File: src/rtl/wsn_chan_delay.sv
// Reset-to-idle shift chain with a selectable, registered output tap.
// Tap 0 bypasses the chain; tap d takes the sample from d cycles back.
module wsn_chan_delay #(
  parameter int          W       = 8,
  parameter int          SEL_W   = 4,
  parameter logic [W-1:0] RST_VAL = '0
) (
  input  logic             clk,
  input  logic             rst_ni,
  input  logic [W-1:0]     d_i,
  input  logic [SEL_W-1:0] sel_i,
  output logic [W-1:0]     q_o
);

  localparam int DMAX = 2**SEL_W - 1;

  logic [W-1:0] chain_q [DMAX];
  logic [W-1:0] tap_d;
  logic [W-1:0] out_q;

  always_comb begin
    tap_d = d_i;
    if (sel_i != '0)
      tap_d = chain_q[sel_i - 1'b1];
  end

  always_ff @(posedge clk or negedge rst_ni) begin
    if (!rst_ni) begin
      for (int i = 0; i < DMAX; i++)
        chain_q[i] <= RST_VAL;
      out_q <= RST_VAL;
    end else begin
      chain_q[0] <= d_i;
      for (int i = 1; i < DMAX; i++)
        chain_q[i] <= chain_q[i-1];
      out_q <= tap_d;
    end
  end

  assign q_o = out_q;

endmodule

File: config.mk
export PLATFORM = sky130hd
export DESIGN_NAME = wsn_chan_delay
export DESIGN_NICKNAME = d
export VERILOG_FILES = /design/src/rtl/wsn_chan_delay.sv
export SDC_FILE = /design/constraint.sdc
export NUM_CORES = 1
export LEC_CHECK = 0
export CORE_MARGIN = 10
export CORE_UTILIZATION = 50
export CTS_BUF_LIST = sky130_fd_sc_hd__clkbuf_8
export CTS_CLUSTER_SIZE = 12
export DETAILED_ROUTE_END_ITERATION = 8
export PLACE_DENSITY = 0.68
export SYNTH_ARGS = -nofsm -noshare
export SYNTH_HDL_FRONTEND = slang
export SYNTH_SLANG_ARGS = --single-unit
File: constraint.sdc
create_clock -name clk -period 1.9 [get_ports clk]
set_input_delay 0.38 -clock clk [delete_from_list [all_inputs] [get_ports clk]]
set_output_delay 0.38 -clock clk [all_outputs]
set_load 0.1 [all_outputs]
==> results of run 1 <==
==> power breakdown <==
part	internal (mW)	switching [mW]
clock	1.50	1.06
combinational	0.379	0.546
sequential	2.88	0.0767
==> path summary, 6_finish.rpt <==
path | slack (ps) | cells past startpoint | end
min in group asynchronous | 450 | 2 | chain_q[108]$_DFF_PN0_
hold / removal | 370 | 0 | chain_q[61]$_DFF_PN0_
setup / recovery | 170 | 6 | q_o[6]$_DFF_PN0_
max in group asynchronous | 890 | 3 | q_o[6]$_DFF_PN0_
setup reg to reg | 420 | 4 | q_o[0]$_DFF_PN0_
hold reg to reg | 370 | 0 | chain_q[61]$_DFF_PN0_
==> metrics by stage <==
stage               area [µm²]  instances  utilization  hold WS [ps]
global route              5740        460        0.655           379
global placement          5140        420        0.586           351
finish                    5740        460        0.655           369
floorplan                 4590        266            -          84.4
detailed placement        5140        420        0.586           356
CTS                       5720        460        0.653           372
==> registers in the layout, indices dropped and copies added (netlist names) <==
register,cells
q_o,8
chain_q,120
==> layer usage <==
layer	GRT usage	vias to the layer above	routed length [µm]
li1	-	1138	-
met1	0.195	1314	4100
met2	0.217	40	4180
met4	0.0545	0	111
met5	0	-	0
met3	0.0474	12	267
==> cell families (layout without fill, tap and decap cells) <==
family                     count (synthesis)  in the layout
AOI/OAI and AO/OA                         28             28
DFF                                      128            128
adders and majority gates                  2              2
xor gates and xnor gates                   2              2
and+or+nand+nor                           50             50
buffers and inverters                     16            102
muxes                                     40             40
==> repair_timing <==
action,CTS,global route
buffers inserted,7,0
pin swaps,4,1
hold buffers,1,0
hold endpoints to repair,34,0
setup endpoints to repair,7,8
cloned,1,0
gates resized for setup,13,5
==> cell usage after synthesis <==
master    count
mux2i_1      22
a21oi_1       7
buf_6         5
mux2_4        1
clkbuf_8      1
xor2_2        1
a211oi_1     14
ha_1          2
inv_2         1
xnor2_1       1
and3_1        1
mux4_2        2
buf_4         1
clkbuf_1      2
a31oi_1       1
o31ai_4       2
dfrtp_1     128
inv_1         2
buf_2         4
mux4_1       15
nor3_1       29
o22ai_2       1
nor2_1       10
and3_2        1
o21ba_1       1
o21ai_0       1
and2_1        7
nand2_1       2
a21boi_4      1
==> area by class of cell <==
cell class,instances,area [µm²]
Timing Repair Buffer,68,663
Sequential cell,128,3200
Fill cell,595,3020
Multi-Input combinational cell,122,1280
Clock buffer,19,262
Clock inverter,12,183
Inverter,3,18.8
Tap cell,108,135
==> metrics.md, run 1 <==
| Metric | Value |
|---|---|
| Final nets | 356 |
| CP required | 2200 ps |
| Leakage | 2.57 nW |
| Synthesis-to-layout area growth | 26.9% |
| Final period utilization | 0.909 |
| I/O pins | 22 |
| Post-synthesis sequential area ratio | 0.708 |
| Row count | 34 |
| Leading area contributor after synthesis | dfrtp_1 |
| CTS Buf Count | 17 |
| Fin crit period | 1730 ps |
| Chip Width | roughly 120 µm |
| Clock Path Buffers | 2 |
| Cells along the critical path | clkdlybuf4s50_1, buf_12, xor2_4, mux4_2, nand2_1, a31oi_1 |
| Synth Warn # | 0 |
| Total chip power | 6.44 mW |
| Unique masters post-synth | 29 |
| Status | complete, no violations |
| Antenna fix cells | 0 |
| Initial DRC Count | 125 |
| Hold path startpoint | chain_q[69]$_DFF_PN0_ |
| Adder-cell share of the synthesized area | 0.00553 |
| Final setup viols | 0 |
| CTS tree | built |
| Synthesized area | roughly 4500 µm² |
| Worst slew margin | 0.680 |
| CP max FO | 7 |
| Gpl congestion | ~0.74 |
| Final hold violations | 0 |
| Max-cap viol count | 0 |
| H-tree levels | 4 |
| Clock slew at reported path FFs | 70 ps |
| Max stage delay on crit path | between 500 and 600 ps |
| Crit path buf inv count | 2 |
| Flops & latches, synth | about 130 |
| Initial antenna violation count | 0 |
| Top-area cell type share of the netlist area | 0.708 |
| Commonest non-fill, non-tap cell in the layout | dfrtp_1 |
| Post-Synthesis Cells | 266 |
| Worst-margin pin slew | 480 ps |
| Synth Area in Compound Gates | 0.0520 |
| Vias per std cell | 5.44 |
| Setup ws final | 173 ps |
| Grt total ovfl | 0 |
| Layout cells sized above 1 | 0.304 |
| Peak Freq | between 500 and 600 MHz |
| Worst skew pair latency | 430 ps |
| Synth Net Count | 282 |
| Root buffer cell | clkbuf_8 |
| Critical path startpoint | sel_i[2] |
| Slowest library cell on the worst path | mux4_2 |
| Global-route wire length before repair | approximately 14000 µm |
| Tot GR Track Use | 0.146 |
| Crit path kind | in2reg |
| I/O Buffers | 21 |
| Post-Route WL | slightly below 9000 µm |
| RSZ-0062 raised after global routing | no |
| Worst Setup End Kind | flip-flop |
| DR pass1 iterations | 4 |
| Synth Area in XOR/XNOR | 0.00553 |
| CP delay by family, top | buffers and inverters |
| Die area | approximately 13000 µm² |
| Top cells by area, synth | dfrtp_1 (71%), mux4_1 (8.7%), mux2i_1 (4.9%) |
| Via count | between 2000 and 3000 |
| Reg2reg start | chain_q[96]$_DFF_PN0_ |
| Placement Setup Slack | -539 ps |
| Pins Over Slew Limit | 0 |
| Clock Skews | around 14 ps |
| DIE HEIGHT | 115 µm |
| Initial core utilization | 0.517 |
| Most frequent cells in the layout | dfrtp_1 (128), buf_4 (43), nor3_1 (27) |
| Peak VDD IR | 0.741 mV |
| Largest family of logic cells by synthesized area | multiplexers |
| Clock tree sinks | roughly 130 |
| Pwr dens | ~1100 nW/µm² |
| Vias in the first global route | ~2700 |
| CORE AREA | about 8800 µm² |
| Worst EP arrival | between 2000 and 2500 ps |
| HPWL after DPL | 5580 µm |
| Pin count of the biggest net entering global routing | 39 |
| Setup TNS Final | 0 ps |
| Syn_area_per_cell | 17.0 µm² |
| Final ANT Viol Nets | 0 |
| Hold Path Class | reg2reg |
| CP Launch Type | input pin |
| Simple-Gate Fraction of Synth Area | 0.0547 |
| DRC viols | 0 |
| Drt wl/cell | 18.8 µm |
| Mux share of post-synthesis cell area | 0.149 |
(Power assumes the default switching activity.)
==> inputs of run 2 (changes only) <==
- CORE_UTILIZATION: 50 -> 62
- PLACE_DENSITY: 0.68 -> 0.82
==> run 2 against run 1 <==
Design area decreased by 1.2%. Combinational power decreased by 0.9%. Worst hold slack got worse by 0.98 ps. Worst setup slack got worse by 62 ps. Critical endpoint is now q_o[0]$_DFF_PN0_. Via count increased by 1.6%. Non-clock buffer count decreased by 5. Routed wire length increased by 8.3%. Global-route usage increased by 3.9 points. Die area decreased by 16%. Largest power group unchanged. Clock skew decreased by 5.8 ps.
==> metrics.md, run 2 (same netlist as run 1, synthesis figures left out) <==
| Metric | Value |
|---|---|
| I/O Buffers | 21 |
| Worst skew pair latency | around 440 ps |
| Leakage | 2.55 nW |
| Finished Core Util | 0.791 |
| CP Launch Type | input pin |
| CTS tree | built |
| Layout cells sized above 1 | 0.282 |
| Crit-path most repeated cell | buf_4 |
| Hold Path Class | reg2reg |
| Initial core utilization | 0.631 |
| DIE HEIGHT | 105 µm |
| CP required | 2230 ps |
| DR pass1 iterations | 4 |
| I/O pins | 22 |
| R2R cell count | 4 |
| Via count | 2543 |
| Worst slew margin | 0.666 |
| Hold path endpoint | chain_q[87]$_DFF_PN0_ |
| Max FFs per register | 120 |
| Post-Route WL | 9380 µm |
| Hold path startpoint | chain_q[95]$_DFF_PN0_ |
| Top reg by flops | chain_q |
| Vias in the first global route | 2920 |
| Drt wl/cell | 21.0 µm |
| Status | complete, no violations |
| Reg2reg start | chain_q[102]$_DFF_PN0_ |
| Final ANT Viol Nets | 0 |
| Gpl congestion | 0.790 |
| Final nets | 351 |
| Global-route wire length before repair | 15700 µm |
| Die area | 11100 µm² |
| Row count | 31 |
| Peak Freq | 559 MHz |
| Pins Over Slew Limit | 0 |
| Synthesis-to-layout area growth | 25.4% |
| Clock Path Buffers | 2 |
| RSZ-0062 raised after global routing | no |
| R2R Path End | q_o[6]$_DFF_PN0_ |
| Vias per std cell | between 5 and 6 |
| Clock slew at reported path FFs | roughly 70 ps |
| Post-DP Area | 5090 µm² |
| Antenna fix cells | 0 |
| Cells along the critical path | clkdlybuf4s50_1, buf_4, xor2_4, and3_1, buf_4, a21oi_1, a211oi_1 |
| HPWL after DPL | 5780 µm |
| DRC viols | 0 |
| Final setup viols | 0 |
| Clock Skews | 8.13 ps |
| Chip Width | between 100 and 150 µm |
| Worst Setup End Kind | flip-flop |
| Final Hold Slack | 368 ps |
| Worst EP arrival | 2120 ps |
| Pwr dens | 1180 nW/µm² |
| Most frequent cells in the layout | dfrtp_1 (128), buf_4 (41), nor3_1 (29) |
| Design area | around 5700 µm² |
| Final hold violations | 0 |
| Max-cap viol count | 0 |
| Slowest library cell on the worst path | clkdlybuf4s50_1 |
| Fin crit period | between 1500 and 2000 ps |
| H-tree levels | 4 |
| Initial DRC Count | ~170 |
| CP max FO | 7 |
| Crit path kind | in2reg |
| Initial antenna violation count | 0 |
| Worst-margin pin slew | 501 ps |
| Max stage delay on crit path | roughly 460 ps |
| CTS Buf Count | 17 |
| Peak VDD IR | 0.625 mV |
| R2R Setup Slk | between 300 and 400 ps |
| Hold Crit Depth | 0 |
| Critical path startpoint | sel_i[2] |
| Root buffer cell | clkbuf_8 |
| Grt total ovfl | 0 |
| Tot GR Track Use | 0.184 |
| Final period utilization | 0.942 |
| Commonest non-fill, non-tap cell in the layout | dfrtp_1 |
| CORE AREA | 7180 µm² |
| Clock tree sinks | 128 |
| Pin count of the biggest net entering global routing | 53 |
## run 2: area by class of cell
type,instances,area (µm²)
sequential,128,3200
fill,350,1500
multi-input combinational,122,1250
timing repair buffer,63,597
clock buffer,18,248
clock inverter,14,238
tap,99,124
inverter,3,18.8
## run 2: worst max path at each step
stage	slack [ps]	endpoint	cells after the start
after floorplan	-150	q_o[6]$_DFF_PN0_	10
after global placement	-610	q_o[0]$_DFF_PN0_	10
after detailed placement	-590	q_o[0]$_DFF_PN0_	10
after CTS	140	q_o[3]$_DFF_PN0_	7
after global routing	20	q_o[3]$_DFF_PN0_	7
final	110	q_o[0]$_DFF_PN0_	7
## run 2: what timing repair did
item	CTS	global route
setup buffers	5	0
setup endpoints to repair	8	0
gates resized for setup	14	0
hold endpoints to repair	36	0
hold buffers	1	0
## run 2: power breakdown
part	switching (mW)	total, mW	internal (mW)	leakage (nW)
Clock	1.06	2.79	1.73	0.248
Sequential	0.0812	2.97	2.88	1.49
Combinational	0.557	0.916	0.359	0.813
## run 2: stage by stage
step	power [mW]	std cells	setup TNS, ps	setup WS (ps)
global route	6.90	447	0	17.7
finish	6.67	447	0	111
CTS	6.69	447	0	145
global placement	3.84	408	-4170	-611
floorplan	3.55	266	-989	-149
detailed placement	3.87	408	-4390	-586
## run 2: routing by layer
| layer | global-route usage | wire length (µm) | up-vias |
|---|---|---|---|
| met5 | 0 | 0 | - |
| met4 | 0.100 | 248 | 0 |
| met3 | 0.0542 | 454 | 23 |
| met2 | 0.276 | 4580 | 79 |
| met1 | 0.238 | 4090 | 1326 |
| li1 | - | - | 1115 |
## run 2: critical path: cells and delay by family
family	cells	cell delay, ps
xor gates and xnor gates	1	290
AOI/OAI and AO/OA	2	310
buffers and inverters	3	820
and+or+nand+nor	1	320
